==> src/rtl/ps2_pkg.sv <==
// rtl/ps2_pkg.sv - shared types, byte constants and helpers for the PS/2 key receiver
package ps2_pkg;

    typedef enum logic [1:0] {
        IDLE,
        DATA,
        PARITY,
        STOP
    } ps2_state_e;

    localparam logic [7:0] PS2_EXT   = 8'hE0;
    localparam logic [7:0] PS2_REL   = 8'hF0;
    localparam logic [7:0] PS2_PAUSE = 8'hE1;

    // BAT, ACK, echo, resend and error replies: never key events on their own
    function automatic logic is_ctrl_code(input logic [7:0] code);
        return (code == 8'hAA) || (code == 8'hFA) || (code == 8'hEE) ||
               (code == 8'hFE) || (code == 8'h00) || (code == 8'hFF);
    endfunction

endpackage

==> src/rtl/ps2_line_filter.sv <==
// rtl/ps2_line_filter.sv - synchronises both PS/2 lines, deglitches the clock and strobes its falling edge
module ps2_line_filter #(
    parameter int FILTER_LEN = 8
) (
    input  logic clk_sys,
    input  logic rst,
    input  logic ps2_clk,
    input  logic ps2_data,
    output logic fall,
    output logic data_sync
);

    localparam int CNT_W = $clog2(FILTER_LEN + 1);

    logic             clk_meta_q, clk_meta_d;
    logic             clk_sync_q, clk_sync_d;
    logic             data_meta_q, data_meta_d;
    logic             data_sync_q, data_sync_d;
    logic             filt_q, filt_d;
    logic [CNT_W-1:0] cnt_q, cnt_d;
    logic             fall_q, fall_d;

    always_comb begin
        clk_meta_d  = ps2_clk;
        clk_sync_d  = clk_meta_q;
        data_meta_d = ps2_data;
        data_sync_d = data_meta_q;
        filt_d      = filt_q;
        cnt_d       = '0;
        fall_d      = 1'b0;
        // cnt_q counts consecutive samples that disagree with the filtered level
        if (clk_sync_q != filt_q) begin
            if (cnt_q == CNT_W'(FILTER_LEN - 1)) begin
                filt_d = clk_sync_q;
                fall_d = ~clk_sync_q;
            end else begin
                cnt_d = cnt_q + CNT_W'(1);
            end
        end
    end

    // idle PS/2 lines are high, so resetting high avoids a spurious edge
    always_ff @(posedge clk_sys or posedge rst) begin
        if (rst) begin
            clk_meta_q  <= 1'b1;
            clk_sync_q  <= 1'b1;
            data_meta_q <= 1'b1;
            data_sync_q <= 1'b1;
            filt_q      <= 1'b1;
            cnt_q       <= '0;
            fall_q      <= 1'b0;
        end else begin
            clk_meta_q  <= clk_meta_d;
            clk_sync_q  <= clk_sync_d;
            data_meta_q <= data_meta_d;
            data_sync_q <= data_sync_d;
            filt_q      <= filt_d;
            cnt_q       <= cnt_d;
            fall_q      <= fall_d;
        end
    end

    assign fall      = fall_q;
    assign data_sync = data_sync_q;

endmodule

==> src/rtl/ps2_key_rx.sv <==
// rtl/ps2_key_rx.sv - PS/2 keyboard frame receiver producing the 11-bit ps2_key event word
module ps2_key_rx
    import ps2_pkg::*;
#(
    parameter int FILTER_LEN = 8,
    parameter int TIMEOUT    = 8000
) (
    input  logic        clk_sys,
    input  logic        reset,
    input  logic        ps2_clk,
    input  logic        ps2_data,
    output logic [10:0] ps2_key,
    output logic        frame_err,
    output logic        busy
);

    localparam int TMO_W = $clog2(TIMEOUT + 1);

    logic fall;
    logic data;

    ps2_line_filter #(
        .FILTER_LEN(FILTER_LEN)
    ) u_line_filter (
        .clk_sys  (clk_sys),
        .rst      (reset),
        .ps2_clk  (ps2_clk),
        .ps2_data (ps2_data),
        .fall     (fall),
        .data_sync(data)
    );

    ps2_state_e       state_q, state_d;
    logic [2:0]       bitcnt_q, bitcnt_d;
    logic [7:0]       shift_q, shift_d;
    logic             parity_q, parity_d;
    logic [TMO_W-1:0] tmo_q, tmo_d;
    logic             ext_q, ext_d;
    logic             rel_q, rel_d;
    logic [2:0]       skip_q, skip_d;
    logic [10:0]      key_q, key_d;
    logic             err_q, err_d;

    always_comb begin
        state_d  = state_q;
        bitcnt_d = bitcnt_q;
        shift_d  = shift_q;
        parity_d = parity_q;
        tmo_d    = tmo_q;
        ext_d    = ext_q;
        rel_d    = rel_q;
        skip_d   = skip_q;
        key_d    = key_q;
        err_d    = 1'b0;

        if (fall) begin
            tmo_d = '0;
            case (state_q)
                IDLE: begin
                    if (!data) begin
                        state_d  = DATA;
                        bitcnt_d = 3'd0;
                    end
                end
                DATA: begin
                    shift_d  = {data, shift_q[7:1]};
                    bitcnt_d = bitcnt_q + 3'd1;
                    if (bitcnt_q == 3'd7) begin
                        state_d = PARITY;
                    end
                end
                PARITY: begin
                    parity_d = data;
                    state_d  = STOP;
                end
                STOP: begin
                    state_d = IDLE;
                    if (data && (^{shift_q, parity_q})) begin
                        if (skip_q != 3'd0) begin
                            skip_d = skip_q - 3'd1;
                        end else if (shift_q == PS2_PAUSE) begin
                            // Pause sends E1 plus seven bytes that carry no key event
                            skip_d = 3'd7;
                        end else if (shift_q == PS2_EXT) begin
                            ext_d = 1'b1;
                        end else if (shift_q == PS2_REL) begin
                            rel_d = 1'b1;
                        end else if (!(is_ctrl_code(shift_q) && !ext_q && !rel_q)) begin
                            key_d = {~key_q[10], ~rel_q, ext_q, shift_q};
                            ext_d = 1'b0;
                            rel_d = 1'b0;
                        end
                    end else begin
                        err_d = 1'b1;
                        ext_d = 1'b0;
                        rel_d = 1'b0;
                    end
                end
                default: state_d = IDLE;
            endcase
        end else if (state_q != IDLE) begin
            if (tmo_q == TMO_W'(TIMEOUT - 1)) begin
                state_d = IDLE;
                tmo_d   = '0;
                err_d   = 1'b1;
                ext_d   = 1'b0;
                rel_d   = 1'b0;
            end else begin
                tmo_d = tmo_q + TMO_W'(1);
            end
        end
    end

    always_ff @(posedge clk_sys or posedge reset) begin
        if (reset) begin
            state_q  <= IDLE;
            bitcnt_q <= 3'd0;
            shift_q  <= 8'h00;
            parity_q <= 1'b0;
            tmo_q    <= '0;
            ext_q    <= 1'b0;
            rel_q    <= 1'b0;
            skip_q   <= 3'd0;
            key_q    <= 11'h000;
            err_q    <= 1'b0;
        end else begin
            state_q  <= state_d;
            bitcnt_q <= bitcnt_d;
            shift_q  <= shift_d;
            parity_q <= parity_d;
            tmo_q    <= tmo_d;
            ext_q    <= ext_d;
            rel_q    <= rel_d;
            skip_q   <= skip_d;
            key_q    <= key_d;
            err_q    <= err_d;
        end
    end

    assign ps2_key   = key_q;
    assign frame_err = err_q;
    assign busy      = (state_q != IDLE);

endmodule

==> config.mk <==
export PLATFORM = sky130hd
export DESIGN_NAME = ps2_key_rx
export DESIGN_NICKNAME = d
export VERILOG_FILES = /design/src/rtl/ps2_pkg.sv /design/src/rtl/ps2_line_filter.sv /design/src/rtl/ps2_key_rx.sv
export SDC_FILE = /design/constraint.sdc
export NUM_CORES = 1
export LEC_CHECK = 0
export CAP_MARGIN = 10
export CORE_MARGIN = 5
export CORE_UTILIZATION = 53
export CTS_CLUSTER_DIAMETER = 30
export DETAILED_ROUTE_END_ITERATION = 10
export PLACE_DENSITY_LB_ADDON = 0.08
export SLEW_MARGIN = 20
export SYNTH_ARGS = -nofsm -noshare
export SYNTH_HDL_FRONTEND = slang
export SYNTH_SLANG_ARGS = --single-unit
==> constraint.sdc <==
create_clock -name clk_sys -period 2.4 [get_ports clk_sys]
set_input_delay 0.48 -clock clk_sys [delete_from_list [all_inputs] [get_ports clk_sys]]
set_output_delay 0.48 -clock clk_sys [all_outputs]
set_load 0.02 [all_outputs]
==> results.cfg <==
[outcome]
status = complete, no violations

[clocking]
cts_num_sinks = 54
numCtsBuffers = 5
clk_pin_slew_ps = 90
ctsHoldBuffers = 0
clk_root_buffer_cell = clkbuf_8
cts.htree.levels = 2
cts_tree = built
clkLatencyLatePin_ps = 300
clk_path_buf_depth = 2

[place]
dpl_cell_area_sq_mm = 0.00303
place.gp.congestion = 0.765
hpwl_mm = 3.41
io_buffers = 16

[routing]
firstDrtPassIters = 4
vias_per_cell = 5.16
drc_errors = 0
via_count = 1775
wl_per_cell_um = 13.5
routed_wl_mm = 4.64
drt_iter0_markers = 70
ant_nets = 0

[yosys]
synth_cell_type_count = 50
ys_warn_count = 0
yosys.area.top_type = dfrtp_1
synthCells = 246
synth_top_area_share_pct = 45.2
synth_ff_type = dfrtp_1
syn_area_sq_mm = 0.00271
synth_most_common_cell = dfrtp_1
yosysSeqAreaShare_pct = 50.1
synth_common_cells = 49 x dfrtp_1, 23 x nand2_1, 19 x nor2_1, 14 x inv_1, 12 x o21ai_0
synth_edf_count = 0
async_flop_share_pct = 100
avgSynthCellArea_sq_um = 11.0
ys_ff_latch = 54
yosys-top-cells-area = dfrtp_1 45%, mux2_4 5.0%, dfstp_2 4.8%, ha_1 4.6%, mux2_2 3.7%
syn-num-nets = 260

[power_and_ir_drop]
power_density_mw_per_mm2 = 525
p_leak_nw = 1.50
ir_drop_mv = 0.436

[setup_path]
worst-r2r-setup-slack_ps = 130
cp.required_ps = 2600
cp_data_arrival_time_ps = 2470
path_cells = or4_1 -> a2111oi_2 -> nand2_1 -> and3_1 -> nand3_2 -> buf_4 -> mux2_4
rr_endpoint = ps2_key[0]
reg2reg_depth = 7
r2r-start = shift_q[1]
worst_path_max_delay_cell = or4_1
crit_path_end_kind = register
cp-start-kind = register
path_class = register to register
worstPathMaxFanout = 5
crit_path_max_incr_delay_ps = 550

[die]
io_pins = 17
die_w_um = 81.5
dieArea_sq_mm = 0.00665
dieHeight_um = 81.5
start_util_pct = 53.8
rows = 26
design.core.area_sq_mm = 0.00504

[layout]
fin_area_sq_mm = 0.00315
regArea_sq_mm = 0.00136
multi_input_area_sq_mm = 0.00125
finalNetCount = 287
diodes = 0
nFillCells = 435
drive_gt1_share_pct = 19.3
area_growth_pct = 16.2

[grt]
gr-total-overflow = 0
grt_max_degree = 26
grt_antenna_before_repair = 0
grt_use_total_pct = 16.9
grt_pass1_vias = 1892
grt_pass1_wl_mm = 8.63

[sta]
worst_slew_pin_slew_ps = 482
setup_viol = 0
slew_headroom_pct = 67.6
finalHoldViolCount = 0
skew_ps = 1.94
fin_setup_tns_ps = 0
grt_setup_unrepaired = no
clock.fmax_mhz = 440
maxSlewViolCount = 0
fin_crit_sh_pct = 94.8
min_period_ps = 2270

[job]
max_cap_viol_count = 0

[hold_path]
min_from = u_line_filter.clk_meta_q
min_to = u_line_filter.clk_sync_q
holdPathStages = 0
hold_class = register to register
-- worst max-delay path: cells and delay by family (launching register included) --
family | cells | cell delay (ps)
AOI/OAI and AO/OA | 1 | 310
buffers and inverters | 1 | 150
DFF | 1 | 430
muxes | 1 | 290
and+or+nand+nor | 4 | 970
-- power breakdown --
| part | internal [W] | switching [W] | leakage [nW] | total [W] |
|---|---|---|---|---|
| registers | 0.000947 | 0.0000220 | 0.735 | 0.000969 |
| clock network | 0.000312 | 0.000284 | 0.0524 | 0.000596 |
| logic | 0.0000430 | 0.0000461 | 0.711 | 0.0000891 |
-- through the flow --
step | util (%) | worst slack, ps | hold slack (ps) | power (W) | cells
after floorplan | - | 154 | 345 | 0.00105 | 246
after global placement | 60.0 | 110 | 346 | 0.00108 | 335
after detailed placement | 60.0 | 55.9 | 349 | 0.00108 | 335
after CTS | 62.1 | 29.8 | 363 | 0.00168 | 343
after global routing | 62.5 | 21.9 | 373 | 0.00174 | 344
final | 62.5 | 125 | 361 | 0.00165 | 344
-- cell usage in the layout (no fill, tap or decap), types with 2 or more instances in the layout --
cell,synthesis,final
xnor3_1,2,2
dfrtp_1,49,49
nor2_1,19,19
a211oi_1,2,2
or3b_1,2,2
nor3b_1,4,4
a22o_1,2,2
nand4_1,3,3
nand2_1,23,23
mux2_4,9,9
buf_12,0,2
xnor2_1,11,11
clkdlybuf4s50_1,0,15
ha_1,10,10
o21ai_0,12,12
a31o_2,2,2
clkbuf_8,0,5
and3_1,2,2
nand3_1,7,7
dfstp_2,5,5
nor3_1,3,3
or3_1,4,4
a21oi_1,9,9
buf_4,0,12
mux2i_1,4,4
clkbuf_1,5,2
inv_1,14,13
nor2b_1,3,3
o211ai_1,3,3
mux2_2,9,9
xor2_1,3,3
-- registers in the layout (all words and copies together) (netlist names), 2 cells and up --
register / flops
u_line_filter.cnt_q: 4
shift_q: 8
bitcnt_q: 3
tmo_q: 13
ps2_key: 11
skip_q: 3
state_q: 2
-- logic make-up (layout without fill, tap and decap cells) --
group,Yosys count,after routing,share of synthesized area (%)
adders and majority gates,10,10,4.61
DFF,54,54,50.1
AOI/OAI and AO/OA,40,40,9.88
xor gates and xnor gates,16,16,6.18
and+or+nand+nor,80,80,15.1
buffers and inverters,24,52,3.97
muxes,22,22,10.2
-- layout make-up --
class | instances | area share (%)
sequential | 54 | 43.1
multi-input combinational | 168 | 39.8
timing repair buffer | 30 | 9.30
tap | 70 | 2.78
clock buffer | 7 | 2.42
inverter | 14 | 1.67
clock inverter | 1 | 0.954
-- routing by layer --
metal	up-vias	GRT usage [%]	routed length, um
li1	899	-	-
met1	853	21.6	2260
met2	16	27.9	2170
met3	7	3.95	128
met4	0	6.08	80
met5	-	0	0
-- worst max-delay path by stage --
stage,startpoint,endpoint,depth (start not counted)
after detailed placement,shift_q[1],ps2_key[8],7
final,shift_q[1],ps2_key[0],7
after global placement,shift_q[1],ps2_key[0],7
after CTS,shift_q[1],ps2_key[8],7
after global routing,shift_q[1],ps2_key[8],7
after floorplan,shift_q[7],ps2_key[0],7
-- timing repair --
action | CTS | global route
endpoints found under the setup margin | 0 | 10
resized for setup | 0 | 3
setup buffers | 0 | 1
(Power assumes the default switching activity.)
